[src/rtl/dma_pkg.sv]
// rtl/dma_pkg.sv - shared state encoding and mode constants for data_memory_dma
package dma_pkg;

    // Transfer engine states; encoding kept fixed so waveforms stay comparable
    typedef enum logic [1:0] {
        IDLE  = 2'd0,
        READ  = 2'd1,
        WRITE = 2'd2,
        DONE  = 2'd3
    } state_t;

    localparam logic MODE_COPY = 1'b0;
    localparam logic MODE_FILL = 1'b1;

endpackage

[src/rtl/data_memory_dma.sv]
// rtl/data_memory_dma.sv - copy/fill engine driving the single-port data memory
module data_memory_dma
    import dma_pkg::*;
#(
    parameter int D = 6,
    parameter int W = 32
) (
    input  logic         clk,
    input  logic         rst,
    input  logic         start,
    input  logic         mode,
    input  logic [D-1:0] src_base,
    input  logic [D-1:0] dst_base,
    input  logic [D:0]   length,
    input  logic [W-1:0] fill_value,
    output logic         busy,
    output logic         done,
    output logic         mem_write_enable,
    output logic [D-1:0] mem_address,
    output logic [W-1:0] mem_wdata,
    input  logic [W-1:0] mem_rdata
);

    localparam logic [D-1:0] PTR_ONE = D'(1);
    localparam logic [D:0]   CNT_ONE = (D+1)'(1);

    state_t       state;
    logic [D-1:0] src_ptr;
    logic [D-1:0] dst_ptr;
    logic [D:0]   cnt;
    logic [D:0]   len_reg;
    logic         mode_reg;
    logic [W-1:0] fill_reg;
    logic [W-1:0] data_buf;
    logic [D:0]   cnt_next;

    assign cnt_next = cnt + CNT_ONE;

    // Transfer sequencing: latch the request, alternate read/write (copy) or write only (fill)
    always_ff @(posedge clk) begin
        if (rst) begin
            state    <= IDLE;
            src_ptr  <= '0;
            dst_ptr  <= '0;
            cnt      <= '0;
            len_reg  <= '0;
            mode_reg <= MODE_COPY;
            fill_reg <= '0;
            data_buf <= '0;
        end else begin
            unique case (state)
                IDLE: begin
                    if (start) begin
                        src_ptr  <= src_base;
                        dst_ptr  <= dst_base;
                        len_reg  <= length;
                        mode_reg <= mode;
                        fill_reg <= fill_value;
                        cnt      <= '0;
                        if (length == '0) begin
                            state <= DONE;
                        end else if (mode == MODE_FILL) begin
                            state <= WRITE;
                        end else begin
                            state <= READ;
                        end
                    end
                end
                READ: begin
                    data_buf <= mem_rdata;
                    state    <= WRITE;
                end
                WRITE: begin
                    // Pointers wrap naturally at 2^D; overlapping copies re-read freshly written words
                    src_ptr <= src_ptr + PTR_ONE;
                    dst_ptr <= dst_ptr + PTR_ONE;
                    cnt     <= cnt_next;
                    if (cnt_next == len_reg) begin
                        state <= DONE;
                    end else if (mode_reg == MODE_FILL) begin
                        state <= WRITE;
                    end else begin
                        state <= READ;
                    end
                end
                DONE: begin
                    state <= IDLE;
                end
                default: begin
                    state <= IDLE;
                end
            endcase
        end
    end

    // Memory port and status decode; rst gates the write strobe so no negedge write happens during reset
    always_comb begin
        busy             = 1'b0;
        done             = 1'b0;
        mem_write_enable = 1'b0;
        mem_address      = '0;
        mem_wdata        = '0;
        unique case (state)
            READ: begin
                busy        = 1'b1;
                mem_address = src_ptr;
            end
            WRITE: begin
                busy             = 1'b1;
                mem_write_enable = !rst;
                mem_address      = dst_ptr;
                mem_wdata        = (mode_reg == MODE_FILL) ? fill_reg : data_buf;
            end
            DONE: begin
                done = 1'b1;
            end
            default: begin
                busy = 1'b0;
            end
        endcase
    end

endmodule

[config.mk]
export PLATFORM = sky130hd
export DESIGN_NAME = data_memory_dma
export DESIGN_NICKNAME = d
export VERILOG_FILES = /design/src/rtl/dma_pkg.sv /design/src/rtl/data_memory_dma.sv
export SDC_FILE = /design/constraint.sdc
export NUM_CORES = 1
export LEC_CHECK = 0
export CAP_MARGIN = 10
export CORE_ASPECT_RATIO = 0.9
export CORE_MARGIN = 1.5
export CORE_UTILIZATION = 31
export DETAILED_ROUTE_END_ITERATION = 12
export SLEW_MARGIN = 40
export SYNTH_ARGS = -nofsm -noshare
export SYNTH_HDL_FRONTEND = slang
export SYNTH_SLANG_ARGS = --single-unit
[constraint.sdc]
create_clock -name clk -period 3.1 [get_ports clk]
set_clock_uncertainty 0.15 [all_clocks]
set_input_delay 0.31 -clock clk [delete_from_list [all_inputs] [get_ports clk]]
set_output_delay 0.31 -clock clk [all_outputs]
set_load 0.03 [all_outputs]
## After elaboration in Yosys (flattened, before gate mapping)

Cells that the tools add are included.

| storage, ports and cells | value |
|---|---|
| flip-flop bits (word level) | 93 |
| output and inout port bits | 41 |
| word-level logic and storage cells | 41 |

| cells by class | value |
|---|---|
| add/sub/neg operators | 3 |
| eq/ne operators | 5 |
| muxes and demuxes | 18 |
| reduce and logical (&&, ||, !) cells | 7 |

Operator list:

| cell | number |
|---|---|
| 2-to-1 mux 32 bit | 2 |
| one-hot mux 6 bit (2 select lines) | 3 |
| one-hot mux 7 bit (2 select lines) | 1 |
| adder 6 x 1 -> 6 bit, second input constant | 2 |
| 2-to-1 mux 6 bit | 2 |
| 2-to-1 mux 2 bit | 5 |
| one-hot mux 2 bit (4 select lines) | 1 |
| adder 7 x 1 -> 7 bit, second input constant | 1 |
| == test 7 bit | 1 |
| zero test 7 bit | 1 |
| 2-to-1 mux 7 bit | 1 |
| == test 2 bit, second input constant | 2 |
| AND reduction 2 bit | 2 |
| 2-to-1 mux 1 bit | 3 |
| == test 2 x 1 -> 1 bit, second input constant | 1 |
| zero test 2 bit | 1 |
| inequality test 2 bit, second input constant | 1 |
| nonzero test 2 bit | 1 |
| OR reduction 2 bit | 1 |
| zero test 1 bit | 1 |

## Depth between registers and ports, before layout

| logic depth | value |
|---|---|
| depth in word-level cells | 4 |
| depth in mapped cells | 8 |
| gate-level depth less buffers | 6 |

## Worst setup path before layout

Ideal clock, no wire load.

| timing | value |
|---|---|
| kind | flip-flop to output port |
| start point | reg state[0] |
| end point | out mem_address[0] |
| arrival time | 1.668 ns |
| setup slack | 0.972 ns |
| stages on the path, launching flop included | 7 |
| buffers on the path | 2 |
| cell sequence | dfxtp_1 -> inv_1 -> ha_1 -> clkbuf_1 -> clkbuf_1 -> a22oi_1 -> nor2b_1 |

| between the ends | value |
|---|---|
| cells in the longest elaborated chain, start to end | 2 |

Ends and longest elaborated chain:

| item | RTL line | RTL |
|---|---|---|
| start, declared | data_memory_dma.sv:27 | `state_t state;` |
| start signal, assigned | data_memory_dma.sv:42 | `state <= IDLE;` |
| start signal, assigned | data_memory_dma.sv:61 | `state <= DONE;` |
| start signal, assigned | data_memory_dma.sv:63 | `state <= WRITE;` |
| == test 2 bit or == test 2 x 1 -> 1 bit (tied branches) | data_memory_dma.sv:103 | `unique case (state)` |
| one-hot mux 6 bit (2 select lines) * | data_memory_dma.sv:103 |  |
| end, declared | data_memory_dma.sv:19 | `output logic [D-1:0] mem_address,` |

Every way passes the cells marked *; elsewhere a longest branch is shown, timed or not.

## Worst setup path in the final report

| timing | value |
|---|---|
| start point | reg state[1] |
| end point | out mem_address[4] |

The elaborated chain is that of the path after synthesis.

==> results.toml <==
[clock_tree]
clkSlewWorstSetupHoldPaths_ns = 0.06
clk_latency_ns = 0.35
cts_max_level = 3
cts_sinks = 93
cts.hold.buffers_added = 0
cts_tree = "done"
post_cts_resized = 0
cts_setup_buffers = 0
cts_buffer_depth = 2
numCtsBuffers = 9
cts-root-buf = "clkbuf_16"

[floorplanning]
start_util_pct = 31.7
die_h_um = 116
fp-row-count = 41
chipWidth_um = 129
core_um2 = 14000
die-area_um2 = 15000
ioPinCount = 128

[logic_synthesis]
synth.distinct_cells = 42
yosysWarnings = 0
yosys_most_used_dff = "dfxtp_1"
syn_area_per_cell_um2 = 8.10
synth_fp_nets = 641
async_reset_ff_share_pct = 0
synth_edf_count = 0
synth_seq_cells = 93
synth_area_um2 = 4430
ys_seq_area_share_pct = 42.0
synth_cells = 547

[setup_path]
cp-end-kind = "primary output"
worst_ep_required_time_ns = 2.64
cp-start-kind = "flop"
critPathKind = "reg -> out"
critPathArrivalTime_ns = 2.28
cp_max_fo = 18

[sta]
rsz0062_at_grt = "no"
hold_violations = 0
fmax_mhz = 365
period_needed_ns = 2.74
setup_violations = 0
slew_violations = 0
fin_crit_sh_pct = 88.5
worst_slew_pin_slew_ns = 0.681
timing.setup.tns_ns = 0
max_slew_margin_pct = 53.3
hold-worst-slack_ns = 0.257

[placed_design]
io_buffers = 127
dp_hpwl_um = 8590
placed_area_um2 = 5790
place_congestion = 0.801

[detailed_routing]
drtIter0Drc = 230
routedWlPerCell_um = 14.5
viasPerCell = 4.82
vias = 4133
dr.pass1.iters = 5
antenna_left = 0
remaining_drc_errors = 0
drt-total-wl_um = 12400

[pwr]
vdd.ir_drop.worst_mv = 0.255
total_power_mw = 3.84
leakage_nw = 2.18
power_density_nw_per_um2 = 634

[run]
maxCapViolCount = 0

[grt]
grt_antenna_before_repair = 0
grt_pass1_vias = 3939
top_usage_layer = "met2"
gr-total-overflow = 0
grt_util_all_layers_pct = 16.7
grt_max_degree = 41
grt_pass1_wl_um = 19700
met2_usage_pct = 27.6
use_met3_pct = 4.54
grt.met1_usage_pct = 21.5

[outcome]
status = "complete, no violations"

[worst_hold_path]
holdCritPathClass = "in -> reg"

[cells_and_area]
diodes = 0
fin_area_um2 = 6060
areaGrowthSynthToFinish_pct = 36.8
nets = 753
fin_util_pct = 43.3
drive_gt1_share_pct = 9.94
## cell type report
cell class | instances | area, um^2
inverters | 8 | 30.0
flip-flops and latches | 93 | 1860
repair buffers | 140 | 1280
fillers | 1379 | 7940
clock inverters | 6 | 40.0
well taps | 193 | 241
clock buffers | 10 | 229
multi-input cells | 407 | 2380
## cells in the final DEF (no fill, tap or decap), types with 2 or more instances in the layout
| master | netlist | layout |
|---|---|---|
| and2_1 | 5 | 5 |
| a211oi_1 | 3 | 3 |
| dfxtp_1 | 93 | 92 |
| clkinv_2 | 0 | 3 |
| a22oi_1 | 7 | 7 |
| nor2_1 | 73 | 73 |
| ha_1 | 7 | 6 |
| nor4_1 | 4 | 4 |
| nand3_1 | 7 | 7 |
| o31ai_1 | 2 | 2 |
| nand2_1 | 99 | 99 |
| inv_1 | 8 | 8 |
| a21oi_1 | 58 | 58 |
| o21ai_0 | 18 | 18 |
| clkdlybuf4s50_1 | 0 | 93 |
| o2bb2ai_1 | 2 | 2 |
| xnor2_1 | 7 | 7 |
| buf_4 | 0 | 46 |
| clkinv_4 | 0 | 2 |
| clkbuf_16 | 0 | 9 |
| a221oi_1 | 2 | 2 |
| nor3_1 | 8 | 8 |
| nor2b_1 | 14 | 14 |
| o21a_1 | 3 | 3 |
| a21o_1 | 4 | 4 |
| mux2i_1 | 67 | 67 |
## layer usage
layer | routed length [um] | vias up
li1 | - | 2068
met5 | 0 | -
met4 | 144 | 0
met1 | 5760 | 1944
met3 | 719 | 13
met2 | 5810 | 108
## cell usage after synthesis, types with 2 or more instances
library cell,instances,area (um^2)
nor3_1,8,40.0
o21ai_0,18,90.1
nor4_1,4,25.0
a211oi_1,3,22.5
nor2_1,73,274
xnor2_1,7,61.3
and2_1,5,31.3
mux2i_1,67,671
o2bb2ai_1,2,17.5
buf_1,7,26.3
inv_1,8,30.0
a221oi_1,2,17.5
a22oi_1,7,52.6
nand3_1,7,35.0
o21a_1,3,22.5
o31ai_1,2,15.0
a21oi_1,58,290
nand2_1,99,372
ha_1,7,87.6
a21o_1,4,30.0
nor2b_1,14,87.6
buf_2,9,45.0
clkbuf_1,22,82.6
dfxtp_1,93,1860
## critical path, stage by stage (launching register included)
cell and delay, ns:
dfxtp_1 0.34, inv_1 0.09, ha_2 0.52, a22oi_1 0.18, nor2b_1 0.14, clkdlybuf4s50_1 0.68
## power breakdown
group / internal (mW) / total, mW / switching (mW)
clock network: 0.542 / 1.01 / 0.471
logic: 0.557 / 1.30 / 0.748
registers: 1.38 / 1.53 / 0.145
total: 2.48 / 3.84 / 1.36
## through the flow
step | setup WS (ns) | instances
6_report | 0.357 | 857
5_1_grt | 0.176 | 857
4_1_cts | 0.321 | 857
3_5_place_dp | 0.701 | 841
3_3_place_gp | 0.748 | 841
2_1_floorplan | 0.972 | 547
## logic make-up (layout without fill, tap and decap cells)
logic type                 after synthesis  after routing  share of synthesized area, %
AOI/OAI and AO/OA                      107            107                          13.9
xor gates and xnor gates                 8              8                          1.58
adders and majority gates                7              7                          1.98
buffers and inverters                   47            164                          4.40
DFF                                     93             93                          42.0
muxes                                   67             67                          15.1
and+or+nand+nor                        218            218                          21.0
## final timing paths
| kind | start | end | slack, ns | cells after the start |
|---|---|---|---|---|
| setup reg to reg | state[0] | src_ptr[0] | 0.81 | 9 |
| setup / recovery | state[1] | mem_address[4] | 0.36 | 5 |
| hold / removal | rst | data_buf[24] | 0.26 | 2 |
| hold reg to reg | fill_reg[20] | fill_reg[20] | 0.30 | 2 |
Note: power is estimated with default switching activity, not from simulation.
==> variant 1, RTL diff (config.mk and constraints unchanged) <==
The parameter `W` goes from 32 to 48.
--- a/src/rtl/data_memory_dma.sv
+++ b/src/rtl/data_memory_dma.sv
@@ -5,3 +5,3 @@
     parameter int D = 6,
-    parameter int W = 32
+    parameter int W = 48
 ) (
Interface: changed (resized fill_value, mem_rdata and mem_wdata); port bits go from 128 to 176. No check against the original RTL was run, so the function may have changed too.
==> variant 1 against the unedited design <==
Wire length grew 36%. Setup slack lost 0.17 ns. Design area grew 40%. Synthesized area grew 33%. Power grew 74%. Sequential power grew 45%. Sequential cell count grew 32. Critical path type unchanged. Highest routed layer unchanged.
==> variant 1: results (changes against the unedited design) <==
dr.first_iter.drc_count: 203  # was 230
synth_fp_nets: 832  # was 641
pin_count_of_the_biggest_net_entering_global_routing: 69  # was 41
post_dp_cell_area_mm2: 0.00790  # was 0.00579 mm²
drive_gt1_share_pct: 7.20  # was 9.94%
netlist_top_cells_area: "dfxtp_1, mux2i_1, nand2_1"  # unchanged
worst_ep_arrival_time_ns: 2.45  # was 2.28 ns
syn_avg_cell_area_um2: 8.37  # was 8.10 µm²
met3_length_um: 965  # was 719 µm
fin_cells: 1120  # was 857
num_antenna_cells: 0  # unchanged
htree_levels: 4  # was 3
clk_latency_ns: 0.41  # was 0.35 ns
grt_pass1_wl_um: 26700  # was 19,700 µm
groute.layer.met3.usage_pct: 4.83  # was 4.54%
p_int_uw: 4340  # was 2480 µW
first_global_vias: 5111  # was 3,939
crit_path_end: "mem_wdata[18]"  # was mem_address[4]
muxShareOfSynthArea_pct: 17.5  # was 15.1%
pg_comb_uw: 2450  # was 1300 µW
run_status: "completed"  # unchanged
worst_slew_pin_slew_ns: 0.755  # was 0.681 ns
r2r_slack_ns: 0.85  # was 0.81 ns
finalWeightedCongestion: 0.791  # was 0.801
reg2reg_depth: 7  # was 9
number_of_cts_inserted_buffers: 17  # was 9
timing.critical_path.fanout_max: 31  # was 18
crit_reg_reg_endpoint: "cnt[5]"  # was src_ptr[0]
global_route_track_usage_on_met1_pct: 22.7  # was 21.5%
synth.top_cells.by_count: "nand2_1, dfxtp_1, mux2i_1"  # was nand2_1, dfxtp_1, nor2_1
fill_cell_instance_count_of_the_final_layout: 1856  # was 1,379
sequential_fraction_of_the_synthesis_area_pct: 42.3  # was 42.0%
seq_power_share_pct: 33.2  # was 39.7%
p_leak_uw: 0.00299  # was 0.00218 µW
pre_cts_slack_ns: 0.419  # was 0.701 ns
routedWlPerCell_um: 15.1  # was 14.5 µm
met2_usage_pct: 26.3  # was 27.6%
layout.nets: 988  # was 753
dp_cells: 1088  # was 841
irDropWorstVdd_v: 0.000370  # was 0.000255 V
drtPass1Iterations: 4  # was 5
grt.total_usage_pct: 17.0  # was 16.7%
power.share.combinational_pct: 36.6  # was 34.0%
synth_compound_area_share_pct: 10.7  # was 13.9%
synthAdderAreaFrac_pct: 1.48  # was 1.98%
vias_per_cell: 4.62  # was 4.82
wl_met1_um: 8370  # was 5760 µm
startpoint_of_the_most_critical_setup_path: "state[0]"  # was state[1]
hpwl_um: 11400  # was 8590 µm
i_o_buffers: 175  # was 127
post_synthesis_xor_xnor_area_fraction_pct: 1.33  # was 1.58%
wl_met2_um: 7320  # was 5810 µm
fmax_mhz: 343  # was 365 MHz
[variant 1: worst min path at each step]
stage | from | end | slack [ns] | cells past startpoint
after floorplan | fill_reg[0] | fill_reg[0] | 0.29 | 2
after global placement | fill_reg[28] | fill_reg[28] | 0.29 | 2
after CTS | fill_value[29] | fill_reg[29] | 0.27 | 3
after global routing | fill_value[12] | fill_reg[12] | 0.28 | 3
after detailed placement | fill_reg[13] | fill_reg[13] | 0.30 | 2
final | fill_value[8] | fill_reg[8] | 0.29 | 3
[variant 1: cell type report]
class | instances | area (µm²) | share of cell area [%]
sequential | 125 | 2510 | 29.4
tap | 245 | 307 | 3.60
timing repair buffer | 191 | 1880 | 22.1
clock inverter | 11 | 131 | 1.54
inverter | 7 | 26.3 | 0.309
clock buffer | 21 | 470 | 5.52
multi-input combinational | 520 | 3190 | 37.5
[variant 1: repair_timing]
item                                    in CTS  in global routing
gates resized for setup                      1                  0
endpoints found under the setup margin      19                  0
setup buffers                                0                  0
==> variant 2, RTL diff (same settings) <==
Made on the original files. Encoding of `state_t`: now Gray code (2 bits for 4 states).
--- a/src/rtl/dma_pkg.sv
+++ b/src/rtl/dma_pkg.sv
@@ -5,6 +5,6 @@
     typedef enum logic [1:0] {
-        IDLE  = 2'd0,
-        READ  = 2'd1,
-        WRITE = 2'd2,
-        DONE  = 2'd3
+        IDLE  = 2'b00,
+        READ  = 2'b01,
+        WRITE = 2'b11,
+        DONE  = 2'b10
     } state_t;
Check against the original RTL: no difference found for any inputs over 10 cycles, from zero or initial values and one cycle with rst high; not proved beyond that.
==> variant 2 against the unedited design <==
Cell count decreased by 2.2%. Fmax increased by 3.1%. Design area decreased by 1.1%. Wire length decreased by 1.1%. Non-clock buffer count decreased by 1. Synthesized area decreased by 3.6%. Setup slack improved by 0.083 ns. Sequential cell count unchanged. Largest cell class unchanged.
Power is not compared: it rests on default switching activity, and its combinational part moved more than twofold at a synthesized area within 25%.
==> variant 2: results (changes against the unedited design) <==
run_status: "completed"  # unchanged
critical_path.reg2reg.startpoint: "cnt[0]"  # was state[0]
num_antenna_cells: 1  # was 0
dr.first_iter.drc_count: 201  # was 230
n_sequential_cell: 93  # unchanged
hold_path.startpoint: "fill_reg[30]"  # was rst
seq_area_share_pct: 31.1  # was 30.7%
r2r_slack_ns: 1.07  # was 0.81 ns
repair_and_plain_buffers: 139  # was 140
reg2reg_depth: 6  # was 9
groute.layer.met3.usage_pct: 3.46  # was 4.54%
clkbuf_count: 10  # unchanged
fill_cell_instance_count_of_the_final_layout: 1316  # was 1,379
wl_met1_um: 5710  # was 5760 µm
i_o_buffers: 127  # unchanged
pin_count_of_the_biggest_net_entering_global_routing: 94  # was 41
pre_cts_slack_ns: 0.790  # was 0.701 ns
drtPass1Iterations: 4  # was 5
global_route_track_usage_on_met1_pct: 22.2  # was 21.5%
timing.critical_path.fanout_max: 19  # was 18
netlist_top_cells_area: "dfxtp_1, nand2_1, a21oi_1"  # was dfxtp_1, mux2i_1, nand2_1
sequential_fraction_of_the_synthesis_area_pct: 43.6  # was 42.0%
startpoint_of_the_most_critical_setup_path: "mode_reg"  # was state[1]
clock_area_share_pct: 5.11  # was 4.44%
synth_compound_area_share_pct: 15.8  # was 13.9%
critical-path-max-stage-delay_ns: 0.70  # was 0.68 ns
grt_pass1_wl_um: 19900  # was 19,700 µm
post_cts.resized_instances: 0  # unchanged
non_clock_inverter_count: 2  # was 8
synth_fp_nets: 647  # was 641
grt.total_usage_pct: 17.0  # was 16.7%
final_hold_viol_count: 0  # unchanged
slew-limit-headroom_pct: 53.9  # was 53.3%
drt_wl_total_um: 12300  # was 12,400 µm
layout.nets: 755  # was 753
drive_gt1_share_pct: 5.98  # was 9.94%
synthAdderAreaFrac_pct: 0.878  # was 1.98%
setup_slack_ns: 0.440  # was 0.357 ns
holdPathEnd: "fill_reg[30]"  # was data_buf[24]
layout.comb_gates.multi_input: 420  # was 407
hpwl_um: 8850  # was 8590 µm
initial_antenna_violation_count: 1  # was 0
synth.top_cells.by_count: "nand2_1, dfxtp_1, a21oi_1"  # was nand2_1, dfxtp_1, nor2_1
met2_usage_pct: 29.1  # was 27.6%
worst_ep_arrival_time_ns: 2.20  # was 2.28 ns
wl_met2_um: 5730  # was 5810 µm
crit_path_end: "mem_wdata[7]"  # was mem_address[4]
first_global_vias: 4053  # was 3,939
muxShareOfSynthArea_pct: 8.90  # was 15.1%
vias_per_cell: 4.96  # was 4.82
fraction_of_area_in_multi_input_gates_pct: 37.2  # was 39.2%
crit_reg_reg_endpoint: "state[1]"  # was src_ptr[0]
clk_latency_ns: 0.33  # was 0.35 ns
worst_hold_path_type: "reg2reg"  # was in2reg
finalWeightedCongestion: 0.829  # was 0.801
post_dp_cell_area_mm2: 0.00569  # was 0.00579 mm²
post_synthesis_xor_xnor_area_fraction_pct: 1.84  # was 1.58%
non_clock_buffer_area_share_pct: 22.9  # was 21.1%
met3_length_um: 695  # was 719 µm
-- variant 2: changes by cell type after synthesis, sizes merged, moves of 7 or more --
| cell | before | now |
|---|---|---|
| nor2b | 14 | 7 |
| nand2 | 99 | 155 |
| a21oi | 58 | 88 |
| o21ai | 19 | 12 |
| nor2 | 73 | 53 |
| mux2i | 67 | 38 |
-- variant 2: power breakdown --
part	internal [µW]	leakage [µW]	total, µW	switching [µW]
Clock	656	0.000151	1130	471
Sequential	1280	0.000761	1340	60.7
Combinational	239	0.00115	498	259
Total	2170	0.00207	2960	791
-- variant 2: through the flow --
step                      hold WS [ns]  power (µW)  std cells
after floorplan                  0.240        1640        557
after global placement           0.293        1850        822
after detailed placement         0.297        1870        822
after CTS                        0.307        2990        837
after global routing             0.322        3100        837
final                            0.303        2960        838
-- variant 2: critical path, delay by kind of cell (launching register included) --
| family | cells | cell delay (ns) |
|---|---|---|
| buf+inv | 2 | 0.95 |
| flops | 1 | 0.66 |
| simple gates | 1 | 0.16 |
| mux | 1 | 0.09 |
